**config.mk**
```make
export PLATFORM = sky130hd
export DESIGN_NAME = rst_seq_ctrl_flat
export DESIGN_NICKNAME = d
export VERILOG_FILES = /design/src/rtl/rst_seq_ctrl_if.sv /design/src/rtl/rst_seq_ctrl.sv /design/src/flat_wrapper.sv
export SDC_FILE = /design/constraint.sdc
export NUM_CORES = 1
export LEC_CHECK = 0
export BUFFER_PORTS_ARGS = -buffer_cell sky130_fd_sc_hd__buf_2
export CAP_MARGIN = 10
export CORE_UTILIZATION = 35
export CTS_CLUSTER_SIZE = 25
export DETAILED_ROUTE_END_ITERATION = 7
export GPL_ROUTABILITY_DRIVEN = 0
export HOLD_SLACK_MARGIN = 0.03
export SYNTH_ARGS = -nofsm -noshare
export SYNTH_HDL_FRONTEND = slang
export SYNTH_SLANG_ARGS = --single-unit
```
**constraint.sdc**
```tcl
create_clock -name clk_sys -period 1.9 [get_ports clk_sys]
set_input_delay 0.19 -clock clk_sys [delete_from_list [all_inputs] [get_ports clk_sys]]
set_output_delay 0.19 -clock clk_sys [all_outputs]
set_load 0.02 [all_outputs]
```
**src/rtl/rst_seq_ctrl_if.sv**
```systemverilog
// Request/acknowledge and status bundle of the N-channel reset sequencer.
interface rst_seq_ctrl_if #(
  parameter int unsigned NUM_CH = 4
);
  logic              cold_req;
  logic              warm_req;
  logic [NUM_CH-1:0] ack_n;
  logic [NUM_CH-1:0] ch_rst_n;
  logic              busy;
  logic              done;
  logic              warm_pend;
  logic [NUM_CH-1:0] err_timeout;

  modport master (
    output cold_req, warm_req, ack_n,
    input  ch_rst_n, busy, done, warm_pend, err_timeout
  );

  modport slave (
    input  cold_req, warm_req, ack_n,
    output ch_rst_n, busy, done, warm_pend, err_timeout
  );
endinterface

```
**src/rtl/rst_seq_ctrl.sv**
```systemverilog
// N-channel cold/warm reset sequencer: assert, wait for acks with timeout,
// then release channels in ascending order separated by hold-off gaps.
module rst_seq_ctrl #(
  parameter int unsigned       NUM_CH         = 4,
  parameter logic [NUM_CH-1:0] ACK_MASK       = NUM_CH'(4'b0011),
  parameter logic [NUM_CH-1:0] WARM_MASK      = NUM_CH'(4'b1110),
  parameter int unsigned       MIN_ASSERT_CYC = 16,
  parameter int unsigned       HOLDOFF_CYC    = 8,
  parameter int unsigned       TIMEOUT_CYC    = 1024
) (
  input  logic          clk_sys,
  input  logic          rst_n_sys,
  rst_seq_ctrl_if.slave bus
);

  localparam int unsigned IDX_W    = (NUM_CH > 1) ? $clog2(NUM_CH) : 1;
  localparam int unsigned ASRT_W   = $clog2(MIN_ASSERT_CYC + 1);
  localparam int unsigned TO_W     = $clog2(TIMEOUT_CYC + 1);
  localparam int unsigned GAP_W    = (HOLDOFF_CYC > 0) ? $clog2(HOLDOFF_CYC + 1) : 1;
  localparam int unsigned GAP_LAST = (HOLDOFF_CYC > 0) ? HOLDOFF_CYC - 1 : 0;
  localparam logic [NUM_CH-1:0] ALL_CH = '1;

  typedef enum logic [2:0] {
    S_IDLE,
    S_ASSERT,
    S_WAIT_ACK,
    S_RELEASE,
    S_GAP
  } state_e;

  function automatic logic [IDX_W-1:0] lowest_idx(input logic [NUM_CH-1:0] m);
    lowest_idx = '0;
    for (int i = int'(NUM_CH) - 1; i >= 0; i--) begin
      if (m[i]) lowest_idx = IDX_W'(i);
    end
  endfunction

  function automatic logic [NUM_CH-1:0] above_mask(input logic [NUM_CH-1:0] m,
                                                   input logic [IDX_W-1:0]  idx);
    above_mask = '0;
    for (int i = 0; i < int'(NUM_CH); i++) begin
      if (i > int'(idx)) above_mask[i] = m[i];
    end
  endfunction

  state_e              state_q, state_d;
  logic [NUM_CH-1:0]   sel_q, sel_d;
  logic [IDX_W-1:0]    idx_q, idx_d;
  logic [ASRT_W-1:0]   asrt_cnt_q, asrt_cnt_d;
  logic [TO_W-1:0]     to_cnt_q, to_cnt_d;
  logic [GAP_W-1:0]    gap_cnt_q, gap_cnt_d;
  logic [NUM_CH-1:0]   ch_rst_n_q, ch_rst_n_d;
  logic                busy_q, busy_d;
  logic                done_q, done_d;
  logic                warm_pend_q, warm_pend_d;
  logic [NUM_CH-1:0]   err_q, err_d;

  logic                rel_en;
  logic [IDX_W-1:0]    rel_idx;
  logic [NUM_CH-1:0]   req_mask;
  logic [NUM_CH-1:0]   missing;
  logic [NUM_CH-1:0]   rem;

  // Outputs are computed together with the state they belong to, so a
  // release and its done pulse are visible in the same cycle as RELEASE.
  always_comb begin
    state_d     = state_q;
    sel_d       = sel_q;
    idx_d       = idx_q;
    asrt_cnt_d  = asrt_cnt_q;
    to_cnt_d    = to_cnt_q;
    gap_cnt_d   = gap_cnt_q;
    ch_rst_n_d  = ch_rst_n_q;
    done_d      = 1'b0;
    warm_pend_d = warm_pend_q;
    err_d       = err_q;
    rel_en      = 1'b0;
    rel_idx     = idx_q;
    req_mask    = sel_q & ACK_MASK;
    missing     = req_mask & bus.ack_n;
    rem         = above_mask(sel_q, idx_q);

    if (bus.cold_req) begin
      state_d     = S_ASSERT;
      sel_d       = ALL_CH;
      asrt_cnt_d  = ASRT_W'(MIN_ASSERT_CYC - 1);
      to_cnt_d    = '0;
      gap_cnt_d   = '0;
      ch_rst_n_d  = '0;
      warm_pend_d = 1'b0;
    end else begin
      if (bus.warm_req && (state_q != S_IDLE)) warm_pend_d = 1'b1;

      case (state_q)
        S_IDLE: begin
          if (bus.warm_req || warm_pend_q) begin
            state_d     = S_ASSERT;
            sel_d       = WARM_MASK;
            asrt_cnt_d  = ASRT_W'(MIN_ASSERT_CYC - 1);
            ch_rst_n_d  = ch_rst_n_q & ~WARM_MASK;
            warm_pend_d = 1'b0;
          end
        end
        S_ASSERT: begin
          if (asrt_cnt_q == '0) begin
            state_d  = S_WAIT_ACK;
            to_cnt_d = '0;
          end else begin
            asrt_cnt_d = asrt_cnt_q - ASRT_W'(1);
          end
        end
        S_WAIT_ACK: begin
          if (missing == '0) begin
            rel_en  = 1'b1;
            rel_idx = lowest_idx(sel_q);
          end else if (to_cnt_q == TO_W'(TIMEOUT_CYC - 1)) begin
            err_d   = err_q | missing;
            rel_en  = 1'b1;
            rel_idx = lowest_idx(sel_q);
          end else begin
            to_cnt_d = to_cnt_q + TO_W'(1);
          end
        end
        S_RELEASE: begin
          if (rem == '0) begin
            state_d = S_IDLE;
          end else if (HOLDOFF_CYC == 0) begin
            rel_en  = 1'b1;
            rel_idx = lowest_idx(rem);
          end else begin
            state_d   = S_GAP;
            idx_d     = lowest_idx(rem);
            gap_cnt_d = '0;
          end
        end
        S_GAP: begin
          if (gap_cnt_q == GAP_W'(GAP_LAST)) begin
            rel_en  = 1'b1;
            rel_idx = idx_q;
          end else begin
            gap_cnt_d = gap_cnt_q + GAP_W'(1);
          end
        end
        default: state_d = S_IDLE;
      endcase

      // An empty selection still walks RELEASE once so done fires, but
      // never touches a channel it did not assert.
      if (rel_en) begin
        state_d = S_RELEASE;
        idx_d   = rel_idx;
        if (sel_q[rel_idx]) ch_rst_n_d[rel_idx] = 1'b1;
        done_d  = (above_mask(sel_q, rel_idx) == '0);
      end
    end

    busy_d = (state_d != S_IDLE);
  end

  // Reset leaves the block mid-cold-sequence; the extra count absorbs the
  // partial cycle in which rst_n_sys is released.
  always_ff @(posedge clk_sys or negedge rst_n_sys) begin
    if (!rst_n_sys) begin
      state_q     <= S_ASSERT;
      sel_q       <= ALL_CH;
      idx_q       <= '0;
      asrt_cnt_q  <= ASRT_W'(MIN_ASSERT_CYC);
      to_cnt_q    <= '0;
      gap_cnt_q   <= '0;
      ch_rst_n_q  <= '0;
      busy_q      <= 1'b1;
      done_q      <= 1'b0;
      warm_pend_q <= 1'b0;
      err_q       <= '0;
    end else begin
      state_q     <= state_d;
      sel_q       <= sel_d;
      idx_q       <= idx_d;
      asrt_cnt_q  <= asrt_cnt_d;
      to_cnt_q    <= to_cnt_d;
      gap_cnt_q   <= gap_cnt_d;
      ch_rst_n_q  <= ch_rst_n_d;
      busy_q      <= busy_d;
      done_q      <= done_d;
      warm_pend_q <= warm_pend_d;
      err_q       <= err_d;
    end
  end

  assign bus.ch_rst_n    = ch_rst_n_q;
  assign bus.busy        = busy_q;
  assign bus.done        = done_q;
  assign bus.warm_pend   = warm_pend_q;
  assign bus.err_timeout = err_q;

endmodule
```
**src/flat_wrapper.sv**
```systemverilog
// flat-port wrapper written by rule: the top's interface ports become plain ports
module rst_seq_ctrl_flat 
#(
  parameter int unsigned       NUM_CH         = 4,
  parameter logic [NUM_CH-1:0] ACK_MASK       = NUM_CH'(4'b0011),
  parameter logic [NUM_CH-1:0] WARM_MASK      = NUM_CH'(4'b1110),
  parameter int unsigned       MIN_ASSERT_CYC = 16,
  parameter int unsigned       HOLDOFF_CYC    = 8,
  parameter int unsigned       TIMEOUT_CYC    = 1024
)
  (clk_sys, rst_n_sys, bus_cold_req, bus_warm_req, bus_ack_n, bus_ch_rst_n, bus_busy, bus_done, bus_warm_pend, bus_err_timeout);
  rst_seq_ctrl_if #(.NUM_CH(NUM_CH)) bus_i ();
  input  logic clk_sys;
  input  logic rst_n_sys;
  input wire logic [$bits(bus_i.cold_req)-1:0] bus_cold_req;
  input wire logic [$bits(bus_i.warm_req)-1:0] bus_warm_req;
  input wire logic [$bits(bus_i.ack_n)-1:0] bus_ack_n;
  output wire logic [$bits(bus_i.ch_rst_n)-1:0] bus_ch_rst_n;
  output wire logic [$bits(bus_i.busy)-1:0] bus_busy;
  output wire logic [$bits(bus_i.done)-1:0] bus_done;
  output wire logic [$bits(bus_i.warm_pend)-1:0] bus_warm_pend;
  output wire logic [$bits(bus_i.err_timeout)-1:0] bus_err_timeout;
  assign bus_i.cold_req = bus_cold_req;
  assign bus_i.warm_req = bus_warm_req;
  assign bus_i.ack_n = bus_ack_n;
  assign bus_ch_rst_n = bus_i.ch_rst_n;
  assign bus_busy = bus_i.busy;
  assign bus_done = bus_i.done;
  assign bus_warm_pend = bus_i.warm_pend;
  assign bus_err_timeout = bus_i.err_timeout;
  rst_seq_ctrl #(.NUM_CH(NUM_CH), .ACK_MASK(ACK_MASK), .WARM_MASK(WARM_MASK), .MIN_ASSERT_CYC(MIN_ASSERT_CYC), .HOLDOFF_CYC(HOLDOFF_CYC), .TIMEOUT_CYC(TIMEOUT_CYC)) u_core (.clk_sys(clk_sys), .rst_n_sys(rst_n_sys), .bus(bus_i));
endmodule
```
# --- Word-level counts from Yosys, hierarchy flattened ---
# Index checks and enable logic that the tools add are counted.
classes:
  add_sub_neg: 3
  bitwise_logic: 5
  eq_ne: 14
  magnitude_cmp: 8
  n_shift: 0
  multipliers: 0
  muxes: 69
  n_reduce_logical: 23
  div_mod_pow: 0
op_table:
  columns: ["operator", "count"]
  rows:
  - ["$mux 4", 12]
  - ["$mux 11", 4]
  - ["$mux 2", 14]
  - ["$mux 1", 24]
  - ["$pmux 11 s2", 1]
  - ["$mux 3", 5]
  - ["$mux 5", 3]
  - ["$ne 3x3->1 const B", 5]
  - ["$reduce_bool 3->1", 5]
  - ["$pmux 3 s4", 1]
  - ["$add 11x1->11 const B", 1]
  - ["$eq 11x10->1 const B", 1]
  - ["$pmux 5 s2", 1]
  - ["$logic_not 3->1", 3]
  - ["$reduce_and 3->1", 3]
  - ["$gt 2x2->1 const A", 4]
  - ["$or 4x4->4", 2]
  - ["$pmux 4 s2", 1]
  - ["$reduce_and 4->1", 2]
  - ["$eq 3x2->1 const B", 2]
  - ["$ne 3x2->1 const B", 2]
  - ["$reduce_bool 2->1", 3]
  - ["$logic_not 5->1", 1]
  - ["$sub 5x1->5 const B", 1]
  - ["18 further kinds", 21]
word_totals:
  out_inout_bits: 11
  mem_bits_rw: 0
  romBits: 0
  wordCells: 133
  regBits: 40
  mem_count: 0
  latchBits: 0

# --- Logic depth before layout (Yosys ltp) ---
logic_depth:
  ltp_word: 16
  ltp_mapped: 6

# --- Worst setup path after synthesis ---
# OpenSTA, ideal clock, no wires.
synth_path:
  path_type: "flip-flop to flip-flop"
  start: "register u_core.asrt_cnt_q[0]"
  end: "register u_core.busy_q, in the netlist u_core.bus.busy"
  path_buffers: 0
  required_time_ns: 1.814
  period_less_slack_ns: 1.906
  arrival_time_ns: 1.820
  slack_ns: -0.006
  path_stages_with_launch: 6
  setup_ns: 0.086
  path_cell_list: "dfrtp_1 inv_1 ha_1 or4b_4 a221o_1 a2111o_1"
synth_between:
  elab_chain_len: 6
synth_lines:
  columns: ["element", "line", "rtl"]
  rows:
  - ["start: declaration", "rst_seq_ctrl.sv:49", "logic [ASRT_W-1:0] asrt_cnt_q, asrt_cnt_d;"]
  - ["start signal: assignment", "rst_seq_ctrl.sv:167", "asrt_cnt_q <= ASRT_W'(MIN_ASSERT_CYC);"]
  - ["start signal: assignment", "rst_seq_ctrl.sv:179", "asrt_cnt_q <= asrt_cnt_d;"]
  - ["$logic_not 5->1", "rst_seq_ctrl.sv:105", "if (asrt_cnt_q == '0) begin"]
  - ["$mux 3", "rst_seq_ctrl.sv:105", null]
  - ["$pmux 3 s4", "rst_seq_ctrl.sv:94", "case (state_q)"]
  - ["$mux 3", "rst_seq_ctrl.sv:149", "if (rel_en) begin"]
  - ["$mux 3", "rst_seq_ctrl.sv:83", "if (bus.cold_req) begin"]
  - ["$reduce_bool 3->1", "rst_seq_ctrl.sv:157", "busy_d = (state_d != S_IDLE);"]
  - ["net u_core.busy_d", "rst_seq_ctrl.sv:53", "logic busy_q, busy_d;"]
  - ["end signal: assignment", "rst_seq_ctrl.sv:183", "busy_q <= busy_d;"]
  - ["end: declaration", "rst_seq_ctrl.sv:53", null]
# The timed path passes the listed nets, and every way through them passes these cells.
# A chain may end at the register's enable or synchronous reset.

# --- Final worst setup path ---
# Ends and elaborated chain as after synthesis.

==> impl_metrics.json <==
{
  "dp_hpwl_um": 3170,
  "worstSetupPathType": "reg2reg",
  "portBuffers": 14,
  "cts_sinks": 35,
  "p_leak_nw": 1.10,
  "maxCapViolations": 0,
  "clk_pin_slew_ps": 80,
  "max_stage_delay_ps": 460,
  "grt_pass1_vias": 1612,
  "switching_share_pct": 26.3,
  "vias_per_cell": 5.40,
  "slew_headroom_pct": 48.1,
  "seq_power_share_pct": 53.0,
  "root_buffer": "clkbuf_8",
  "groute.usage.overall_pct": 15.4,
  "place_ws_ps": -2.97,
  "worst-r2r-setup-slack_ps": 5,
  "fmax_mhz": 528,
  "antenna_found_initial": 0,
  "skew_ps": 14.0,
  "period_share_pct": 99.7,
  "cp.required_ps": 2130,
  "synthDistinctLibCells": 55,
  "design.die.area_mm2": 0.00624,
  "coreArea_mm2": 0.00561,
  "cp-end-kind": "register",
  "h-tree-depth": 2,
  "p_int_mw": 1.14,
  "grt_first_pass_wirelength_um": 7490,
  "clkLatencyLatePin_ps": 300,
  "rsz0062_at_grt": "true",
  "wirelength_um": 4460,
  "status": "completed",
  "hp-class": "in2reg",
  "cpMaxStageDelayCell": "or4b_4",
  "cts_buffers": 5,
  "start_util_pct": 37.0,
  "place_area_mm2": 0.00234,
  "syn_inst": 205,
  "ant_nets": 0,
  "netlist.area_leader.share_pct": 37.4,
  "finalHoldWorstSlack_ps": 124,
  "reg2reg_depth": 5,
  "hold_path_depth": 2,
  "worstSetupStartpointType": "register",
  "worstMarginPinSlew_ps": 779,
  "drv_slew": 0,
  "final_layout_size_suffix_gt1_share_pct": 31.8,
  "firstDrtPassIters": 4,
  "synth_seq_cells": 35,
  "hold_viol_final": 0,
  "fin_cells": 317,
  "yosysWarnings": 0,
  "wire_per_inst_um": 14.1,
  "dp.cells": 305,
  "fp-row-count": 27,
  "finalPower_mw": 1.55,
  "async_reset_ff_share_pct": 100,
  "p_switching_mw": 0.408,
  "cts_tree": "yes",
  "synth-main-ff-cell": "dfrtp_1",
  "syn_to_final_growth_pct": 20.6,
  "reg2reg_from": "u_core.asrt_cnt_q[0]",
  "die_h_um": 79.0,
  "setup_viol": 0,
  "synth_edf_count": 0,
  "drt_iter0_markers": 47,
  "clk_path_buf_depth": 2,
  "avgSynthCellArea_um2": 10.1,
  "peakVddDrop_uv": 375,
  "ys_top_cells_by_count": "dfrtp_1 (31), nand2_1 (15), nor2_1 (12)",
  "diodes": 0,
  "synth_area_mm2": 0.00208,
  "synth_most_common_cell": "dfrtp_1",
  "synth_largest_area_cell": "dfrtp_1",
  "worstPathCellList": "inv_2 > ha_4 > or4b_4 > a221o_2 > a2111o_1",
  "layout.nets": 259,
  "combPwrFrac_pct": 9.4,
  "hold_end": "u_core.bus.err_timeout[1]",
  "vias": 1713,
  "ios": 19,
  "arrival_ps": 2130,
  "dieWidth_um": 79.0,
  "min-delay-start": "bus_ack_n[1]",
  "stdcell_area_mm2": 0.00250,
  "finalWorstSetupSlack_ps": 5.11,
  "p_clk_share_pct": 37.6,
  "route.detailed.drc": 0,
  "r2r-end": "u_core.bus.busy",
  "ys_seq_area_share_pct": 42.4,
  "ys_top_cells_by_area": "dfrtp_1 (37%), dfstp_2 (5.1%), ha_1 (4.2%)",
  "grt_overflow": 0,
  "cp_max_fo": 7,
  "cellPowerDensity_mw_per_mm2": 618,
  "grt_start_max_net_pins": 36,
  "fin_crit_ps": 1890
}
[flip-flops by register name, summed over array words and instances (netlist names)]
name,count
u_core.asrt_cnt_q,5
u_core.bus.busy,1
u_core.bus.ch_rst_n,4
u_core.bus.done,1
u_core.bus.err_timeout,2
u_core.bus.warm_pend,1
u_core.gap_cnt_q,4
u_core.idx_q,2
u_core.sel_q,1
u_core.state_q,3
u_core.to_cnt_q,11
[cell type report]
type                       instances  area, um2
inverter                           8       30.0
multi-input combinational        151       1120
clock inverter                     1       8.76
sequential                        35        881
fill                             581       3100
timing repair buffer              43        290
tap                               72       90.1
clock buffer                       7       86.3
[cells by family (layout without fill, tap and decap cells)]
| family | Yosys count | after routing | synth area share [%] |
|---|---|---|---|
| buffers and inverters | 20 | 59 | 5.55 |
| other | 1 | 2 | 0.181 |
| adders and majority gates | 7 | 7 | 4.22 |
| AOI/OAI and AO/OA | 59 | 59 | 21.3 |
| and+or+nand+nor | 79 | 79 | 24.2 |
| muxes | 4 | 4 | 2.05 |
| DFF | 35 | 35 | 42.4 |
[routing by layer]
layer / GRT usage (%) / vias up / share of wire, %
met5: 0 / - / 0
met3: 3.56 / 6 / 3.2
met4: 4.91 / 0 / 1.4
met2: 22.9 / 30 / 43
met1: 21.9 / 821 / 52
li1: - / 856 / -
[cell usage in the layout (no fill, tap or decap), types with 4 or more instances in the layout]
cell type / synthesis / layout
a21o_1: 6 / 6
a21oi_1: 11 / 10
buf_2: 2 / 14
buf_4: 4 / 28
clkbuf_8: 0 / 6
dfrtp_1: 31 / 31
dfstp_2: 4 / 4
ha_1: 7 / 5
inv_1: 8 / 6
nand2_1: 15 / 15
nand2b_1: 6 / 6
nand3_1: 5 / 5
nand4_1: 5 / 5
nor2_1: 12 / 12
nor3_1: 7 / 6
o21ai_0: 6 / 5
o31ai_1: 8 / 8
[what timing repair did]
item | CTS | global route
setup buffers | 0 | 3
hold endpoints to repair | 31 | 0
gates resized for setup | 0 | 10
endpoints found under the setup margin | 1 | 16
hold buffers | 1 | 0
pin swaps | 1 | 2
[how the worst max path moves through the flow]
| stage | startpoint | end | slack (ps) | cells after the start |
|---|---|---|---|---|
| 3_5_place_dp | u_core.asrt_cnt_q[0] | u_core.bus.busy | -3 | 5 |
| 3_3_place_gp | u_core.asrt_cnt_q[0] | u_core.bus.busy | 5 | 5 |
| 2_1_floorplan | u_core.asrt_cnt_q[0] | u_core.bus.busy | 70 | 5 |
| 5_1_grt | u_core.asrt_cnt_q[0] | u_core.bus.busy | -70 | 5 |
| 4_1_cts | u_core.asrt_cnt_q[0] | u_core.bus.busy | 2 | 5 |
| 6_report | u_core.asrt_cnt_q[0] | u_core.bus.busy | 5 | 5 |
[per-stage QoR]
step	TNS, ps	util [%]
after global routing	-149	44.6
final	0	44.6
after global placement	0	41.8
after floorplan	0	-
after CTS	0	43.6
after detailed placement	-2.97	41.8
[power groups by stage]
stage,logic (mW),registers [mW],clock network (mW)
after floorplan,0.0750,0.821,0
after global placement,0.127,0.824,0
after detailed placement,0.130,0.825,0
after CTS,0.131,0.811,0.594
after global routing,0.165,0.827,0.623
final,0.146,0.819,0.582
[critical path: cells and delay by family, from the launching register on]
family	cells	cell delay, ps
simple gates	1	460
flops	1	390
buf+inv	1	90
compound gates	2	750
fa+ha+maj	1	140
(Power assumes the default switching activity.)
